## config.mk

```make
export PLATFORM = sky130hd
export DESIGN_NAME = ex_stage
export DESIGN_NICKNAME = d
export VERILOG_FILES = /design/src/rtl/ex_stage.sv
export SDC_FILE = /design/constraint.sdc
export NUM_CORES = 1
export LEC_CHECK = 0
export CAP_MARGIN = 20
export CORE_MARGIN = 1
export CORE_UTILIZATION = 35
export CTS_BUF_LIST = sky130_fd_sc_hd__clkbuf_8 sky130_fd_sc_hd__clkbuf_16
export CTS_CLUSTER_SIZE = 14
export DETAILED_ROUTE_END_ITERATION = 10
export GPL_TIMING_DRIVEN = 1
export PLACE_DENSITY_LB_ADDON = 0.12
export SETUP_SLACK_MARGIN = 0.5
export SYNTH_ARGS = -nofsm -noshare
export SYNTH_HDL_FRONTEND = slang
export SYNTH_SLANG_ARGS = --single-unit
```

## constraint.sdc

```tcl
create_clock -name clock -period 2.7 [get_ports clock]
set_clock_uncertainty 0.05 [all_clocks]
set_input_delay 0.675 -clock clock [delete_from_list [all_inputs] [get_ports clock]]
set_output_delay 0.675 -clock clock [all_outputs]
set_load 0.01 [all_outputs]
```

## src/rtl/ex_stage.sv

```systemverilog
// Execute stage: single-cycle ALU, iterative shift-add multiply with upstream stall,
// registered write-back outputs and a one-deep forwarding register.
module ex_stage #(
   parameter int DATA_W = 8,
   parameter int ADRS_W = 3
) (
   input  logic              clock,
   input  logic              reset_n,
   input  logic              in_valid_i,
   input  logic              wr_en_i,
   input  logic [3:0]        aluop_i,
   input  logic [1:0]        alusrc1_i,
   input  logic [1:0]        alusrc2_i,
   input  logic [DATA_W-1:0] imm_i,
   input  logic [DATA_W-1:0] dat1_i,
   input  logic [DATA_W-1:0] dat2_i,
   input  logic [ADRS_W-1:0] dst_i,
   input  logic              dataoutv_i,
   output logic              stall_o,
   output logic              wb_en_o,
   output logic [ADRS_W-1:0] wb_adrs_o,
   output logic [DATA_W-1:0] wb_data_o,
   output logic              dataoutv_o,
   output logic              carry_o,
   output logic              illegal_o
);

   localparam int SH_W = $clog2(DATA_W);

   localparam logic [3:0] OP_ADD  = 4'd0;
   localparam logic [3:0] OP_SUB  = 4'd1;
   localparam logic [3:0] OP_AND  = 4'd2;
   localparam logic [3:0] OP_OR   = 4'd3;
   localparam logic [3:0] OP_XOR  = 4'd4;
   localparam logic [3:0] OP_SHL  = 4'd5;
   localparam logic [3:0] OP_SHR  = 4'd6;
   localparam logic [3:0] OP_MUL  = 4'd7;
   localparam logic [3:0] OP_PASS = 4'd8;

   typedef enum logic {IDLE, MUL} state_t;

   state_t              r_state;
   state_t              w_nextState;
   logic [SH_W-1:0]     r_cnt;
   logic [DATA_W-1:0]   r_mcand;
   logic [DATA_W-1:0]   r_mplier;
   logic [DATA_W-1:0]   r_prod;
   logic [ADRS_W-1:0]   r_mDst;
   logic                r_mWrEn;
   logic                r_mDataOutV;
   logic [DATA_W-1:0]   r_fwd;
   logic                r_wbEn;
   logic [ADRS_W-1:0]   r_wbAdrs;
   logic [DATA_W-1:0]   r_wbData;
   logic                r_dataOutV;
   logic                r_carry;
   logic                r_illegal;

   logic [DATA_W-1:0]   w_op1;
   logic [DATA_W-1:0]   w_op2;
   logic [DATA_W:0]     w_sum;
   logic [DATA_W:0]     w_diff;
   logic [DATA_W-1:0]   w_res;
   logic [DATA_W-1:0]   w_step;
   logic                w_accept;
   logic                w_isMul;
   logic                w_illegal;
   logic                w_mulDone;

   assign w_accept  = in_valid_i && (r_state == IDLE);
   assign w_isMul   = (aluop_i == OP_MUL);
   assign w_illegal = (aluop_i > OP_PASS);
   assign w_mulDone = (r_state == MUL) && (r_cnt == SH_W'(DATA_W - 1));
   assign w_step    = r_prod + (r_mplier[0] ? r_mcand : '0);
   assign w_sum     = {1'b0, w_op1} + {1'b0, w_op2};
   assign w_diff    = {1'b0, w_op1} - {1'b0, w_op2};

   assign stall_o    = (r_state == MUL);
   assign wb_en_o    = r_wbEn;
   assign wb_adrs_o  = r_wbAdrs;
   assign wb_data_o  = r_wbData;
   assign dataoutv_o = r_dataOutV;
   assign carry_o    = r_carry;
   assign illegal_o  = r_illegal;

   always_comb begin
      w_op1 = '0;
      w_op2 = '0;
      case (alusrc1_i)
         2'd0:    w_op1 = dat1_i;
         2'd1:    w_op1 = imm_i;
         2'd2:    w_op1 = r_fwd;
         default: w_op1 = '0;
      endcase
      case (alusrc2_i)
         2'd0:    w_op2 = dat2_i;
         2'd1:    w_op2 = imm_i;
         2'd2:    w_op2 = r_fwd;
         default: w_op2 = '0;
      endcase
   end

   always_comb begin
      w_res = '0;
      case (aluop_i)
         OP_ADD:  w_res = w_sum[DATA_W-1:0];
         OP_SUB:  w_res = w_diff[DATA_W-1:0];
         OP_AND:  w_res = w_op1 & w_op2;
         OP_OR:   w_res = w_op1 | w_op2;
         OP_XOR:  w_res = w_op1 ^ w_op2;
         OP_SHL:  w_res = w_op1 << w_op2[SH_W-1:0];
         OP_SHR:  w_res = w_op1 >> w_op2[SH_W-1:0];
         OP_PASS: w_res = w_op1;
         default: w_res = '0;
      endcase
   end

   always_ff @(posedge clock or negedge reset_n) begin
      if (!reset_n) r_state <= IDLE;
      else          r_state <= w_nextState;
   end

   always_comb begin
      w_nextState = r_state;
      case (r_state)
         IDLE:    if (w_accept && w_isMul) w_nextState = MUL;
         MUL:     if (w_mulDone) w_nextState = IDLE;
         default: w_nextState = IDLE;
      endcase
   end

   // Pulses default low each edge; data/address/carry/forward hold unless a result lands.
   always_ff @(posedge clock or negedge reset_n) begin
      if (!reset_n) begin
         r_cnt       <= '0;
         r_mcand     <= '0;
         r_mplier    <= '0;
         r_prod      <= '0;
         r_mDst      <= '0;
         r_mWrEn     <= 1'b0;
         r_mDataOutV <= 1'b0;
         r_fwd       <= '0;
         r_wbEn      <= 1'b0;
         r_wbAdrs    <= '0;
         r_wbData    <= '0;
         r_dataOutV  <= 1'b0;
         r_carry     <= 1'b0;
         r_illegal   <= 1'b0;
      end else begin
         r_wbEn     <= 1'b0;
         r_dataOutV <= 1'b0;
         r_illegal  <= 1'b0;
         if (r_state == MUL) begin
            r_prod   <= w_step;
            r_mcand  <= r_mcand << 1;
            r_mplier <= r_mplier >> 1;
            r_cnt    <= r_cnt + 1'b1;
            if (w_mulDone) begin
               r_wbData   <= w_step;
               r_fwd      <= w_step;
               r_wbAdrs   <= r_mDst;
               r_wbEn     <= r_mWrEn;
               r_dataOutV <= r_mDataOutV;
            end
         end else if (w_accept) begin
            if (w_isMul) begin
               r_mcand     <= w_op1;
               r_mplier    <= w_op2;
               r_prod      <= '0;
               r_cnt       <= '0;
               r_mDst      <= dst_i;
               r_mWrEn     <= wr_en_i;
               r_mDataOutV <= dataoutv_i;
            end else if (w_illegal) begin
               r_wbData  <= '0;
               r_wbAdrs  <= dst_i;
               r_illegal <= 1'b1;
            end else begin
               r_wbData   <= w_res;
               r_fwd      <= w_res;
               r_wbAdrs   <= dst_i;
               r_wbEn     <= wr_en_i;
               r_dataOutV <= dataoutv_i;
               if (aluop_i == OP_ADD) r_carry <= w_sum[DATA_W];
               if (aluop_i == OP_SUB) r_carry <= w_diff[DATA_W];
            end
         end
      end
   end

endmodule
```

==> results of run 1 <==
[timing repair]
action / CTS / global route
buffers inserted: 46 / 14
setup endpoints to repair: 49 / 43
resized for setup: 118 / 82
hold buffers: 0 / 0
pin swaps: 59 / 60
[synthesized netlist by cell type, drive strengths merged, types with 5 or more instances]
library cell / number / share of area
nand2: 67 / 0.051
dfrtp: 56 / 0.28
nor2: 45 / 0.036
o21ai: 44 / 0.044
mux2i: 43 / 0.088
a21oi: 40 / 0.041
ha: 34 / 0.086
inv: 31 / 0.023
clkbuf: 19 / 0.014
buf: 16 / 0.021
a31oi: 10 / 0.013
nand3: 10 / 0.010
a211oi: 9 / 0.014
and2: 9 / 0.011
nor2b: 9 / 0.011
o211ai: 9 / 0.014
a21o: 8 / 0.012
a2bb2oi: 7 / 0.024
nor3: 7 / 0.0071
nand2b: 6 / 0.0076
o21a: 6 / 0.0091
mux2: 5 / 0.011
nand4: 5 / 0.0063
nor4b: 5 / 0.0088
o2bb2ai: 5 / 0.0088
[metrics by stage]
step	area, um^2	cells
2_1_floorplan	5296	586
3_3_place_gp	7058	947
3_5_place_dp	7058	947
6_report	8323	1015
4_1_cts	7865	1001
5_1_grt	8323	1015
[final cells by class]
class | instances | area [um^2]
Sequential cell | 56 | 1403
Multi-Input combinational cell | 464 | 4005
Fill cell | 1151 | 5504
Tap cell | 180 | 225.2
Inverter | 31 | 126.4
Clock inverter | 3 | 22.52
Clock buffer | 5 | 125.1
Timing Repair Buffer | 276 | 2416
[flip-flops by register name, summed over array words and instances, names as in the netlist]
name	count
wb_en_o	1
stall_o	1
r_mDataOutV	1
r_mcand	8
r_fwd	8
dataoutv_o	1
r_mDst	3
r_prod	8
illegal_o	1
r_mplier	8
r_cnt	3
r_mWrEn	1
wb_adrs_o	3
carry_o	1
wb_data_o	8
[cells by family (layout without fill, tap and decap cells)]
group,count (synthesis),after routing,synth area share
buffers and inverters,66,315,0.05931
and+or+nand+nor,191,191,0.1916
muxes,48,48,0.09894
DFF,56,56,0.2827
AOI/OAI and AO/OA,182,182,0.2590
xor gates and xnor gates,6,6,0.01060
adders and majority gates,37,37,0.09793
[power breakdown]
group	internal [uW]	switching [uW]
registers	1140	268
logic	1680	1530
clock network	348	305
total	3160	2110
[worst max-delay path: stages]
cell	delay, ns
buf_8	0.08
buf_6	0.10
buf_6	0.10
mux2i_4	0.23
a2bb2oi_4	0.24
inv_4	0.08
ha_4	0.29
nor2b_4	0.05
o211ai_1	0.19
buf_4	0.19
buf_6	0.10
a21oi_2	0.05
or3_4	0.38
a21oi_2	0.11
buf_4	0.14
o31ai_4	0.07
buf_4	0.16
o211ai_1	0.08
[worst min path at each step]
stage	start	endpoint	cells after the start	slack, ns
3_3_place_gp	wb_data_o[7]$_DFFE_PN0P_	wb_data_o[7]$_DFFE_PN0P_	1	0.41
3_5_place_dp	wb_data_o[0]$_DFFE_PN0P_	wb_data_o[0]$_DFFE_PN0P_	1	0.42
2_1_floorplan	reset_n	carry_o$_DFFE_PN0P_	0	0.33
6_report	wb_data_o[0]$_DFFE_PN0P_	wb_data_o[0]$_DFFE_PN0P_	1	0.43
5_1_grt	wb_adrs_o[1]$_DFFE_PN0P_	wb_adrs_o[1]$_DFFE_PN0P_	2	0.46
4_1_cts	wb_data_o[0]$_DFFE_PN0P_	wb_data_o[0]$_DFFE_PN0P_	1	0.43
[metal layers]
layer  global-route usage  up-vias  wire, um
met1               0.3645     2633      8820
met4              0.06944        0       416
met3              0.04229       27       901
met5                    0        -         0
met2               0.4311      155      8920
li1                     -     2647         -
==> out/metrics.yaml, run 1 <==
ant_nets: 0
fin_crit_sh: 1.170
first_iter_violations: 332
area.growth.synth_to_final_pct: 67.89
worstPathRequired_ns: 2.86
crit_end: "wb_data_o[5]$_DFFE_PN0P_"
post-route-util: 0.6019
ys_seq_area_frac: 0.2827
io_buffers: 55
grt_pass1_wl_mm: 29.72
p_leak_uw: 0.003791
finalPower_uw: 5269
rsz0062_at_grt: "yes"
cts.path.max_buffers: 2
power-per-cell-area_nw_per_um2: 633.0
grt_max_degree: 57
outcome: "complete, but fails checks"
die-width_um: 121.0
grt_pass1_vias: 5455
synth_top_flop_cell: "dfrtp_1"
reg2reg_from: "r_fwd[0]$_DFFE_PN0P_"
pre_cts_ws_ns: -1.370
fin_ws_ns: -0.4577
cts_tree: "done"
syn_area_um2: 4957
cp_max_fo: 3
ys_types: 75
worstSetupPathType: "primary input to register"
globalRouteOverflowTotal: 0
finalSetupTns_ns: -5.834
fin_crit_ns: 3.158
ir_drop_mv: 0.3384
via_per_inst: 5.381
timing.hold.ws_ns: 0.4294
drc: 0
cts_buffers: 5
holdCritPathClass: "register to register"
crit_start: "alusrc1_i[1]"
final_common_cell: "buf_4"
hpwl_mm: 14.77
syn-num-nets: 663
dr.pass1.iters: 6
start_util: 0.3585
cp-start-kind: "primary input"
die_area_um2: 14640
yosys_warnings: 0
numClockSinks: 56
setup_viol: 17
mostFrequentLayoutCells: "178 x buf_4, 63 x nand2_1, 55 x dfrtp_1, 42 x nor2_1, 35 x buf_6"
ys_ff_latch: 56
syn_avg_cell_area_um2: 8.459
grt_antenna_before_repair: 0
die_h_um: 121.0
n_antenna_cell: 0
synth_cells: 586
final_nets: 911
worstPathArrival_ns: 3.32
finalWirelength_mm: 19.06
grt_usage: 0.2654
rows: 43
num_vias: 5462
hold_viol: 0
wl_per_cell_um: 18.78
cts_root_buffer: "clkbuf_16"
insertion_delay_ns: 0.29
slew-limit-headroom: 0.4851
place.gp.congestion: 0.9637
cts.clk_slew.worst_paths_ns: 0.07
synth_edf_count: 0
pin_count: 56
reg2reg_to: "r_fwd[6]$_DFFE_PN0P_"
r2r_cells: 14
timing.reg2reg.setup_slack_ns: -0.30
drive_gt1_frac: 0.4395
htreeDepth: 2
critPathCaptureType: "register"
violations: "setup timing"
fmax_ghz: 0.3167
slew_viol_final: 0
maxCapViolCount: 0
core-area_um2: 13830
async_reset_ff_frac: 1.000
tightest_slew_ns: 0.7664
Power figures use the tool's default switching activity.
==> run 2: changes to the inputs <==
--- a/config.mk
+++ b/config.mk
@@ -12,6 +12,7 @@
 export CTS_CLUSTER_SIZE = 14
 export DETAILED_ROUTE_END_ITERATION = 10
 export GPL_TIMING_DRIVEN = 1
+export HOLD_SLACK_MARGIN = 0.15
 export PLACE_DENSITY_LB_ADDON = 0.12
 export SETUP_SLACK_MARGIN = 0.5
 export SYNTH_ARGS = -nofsm -noshare
==> results of run 2 <==
Same layout as run 1: the final DEF is identical, and so are final timing and power.
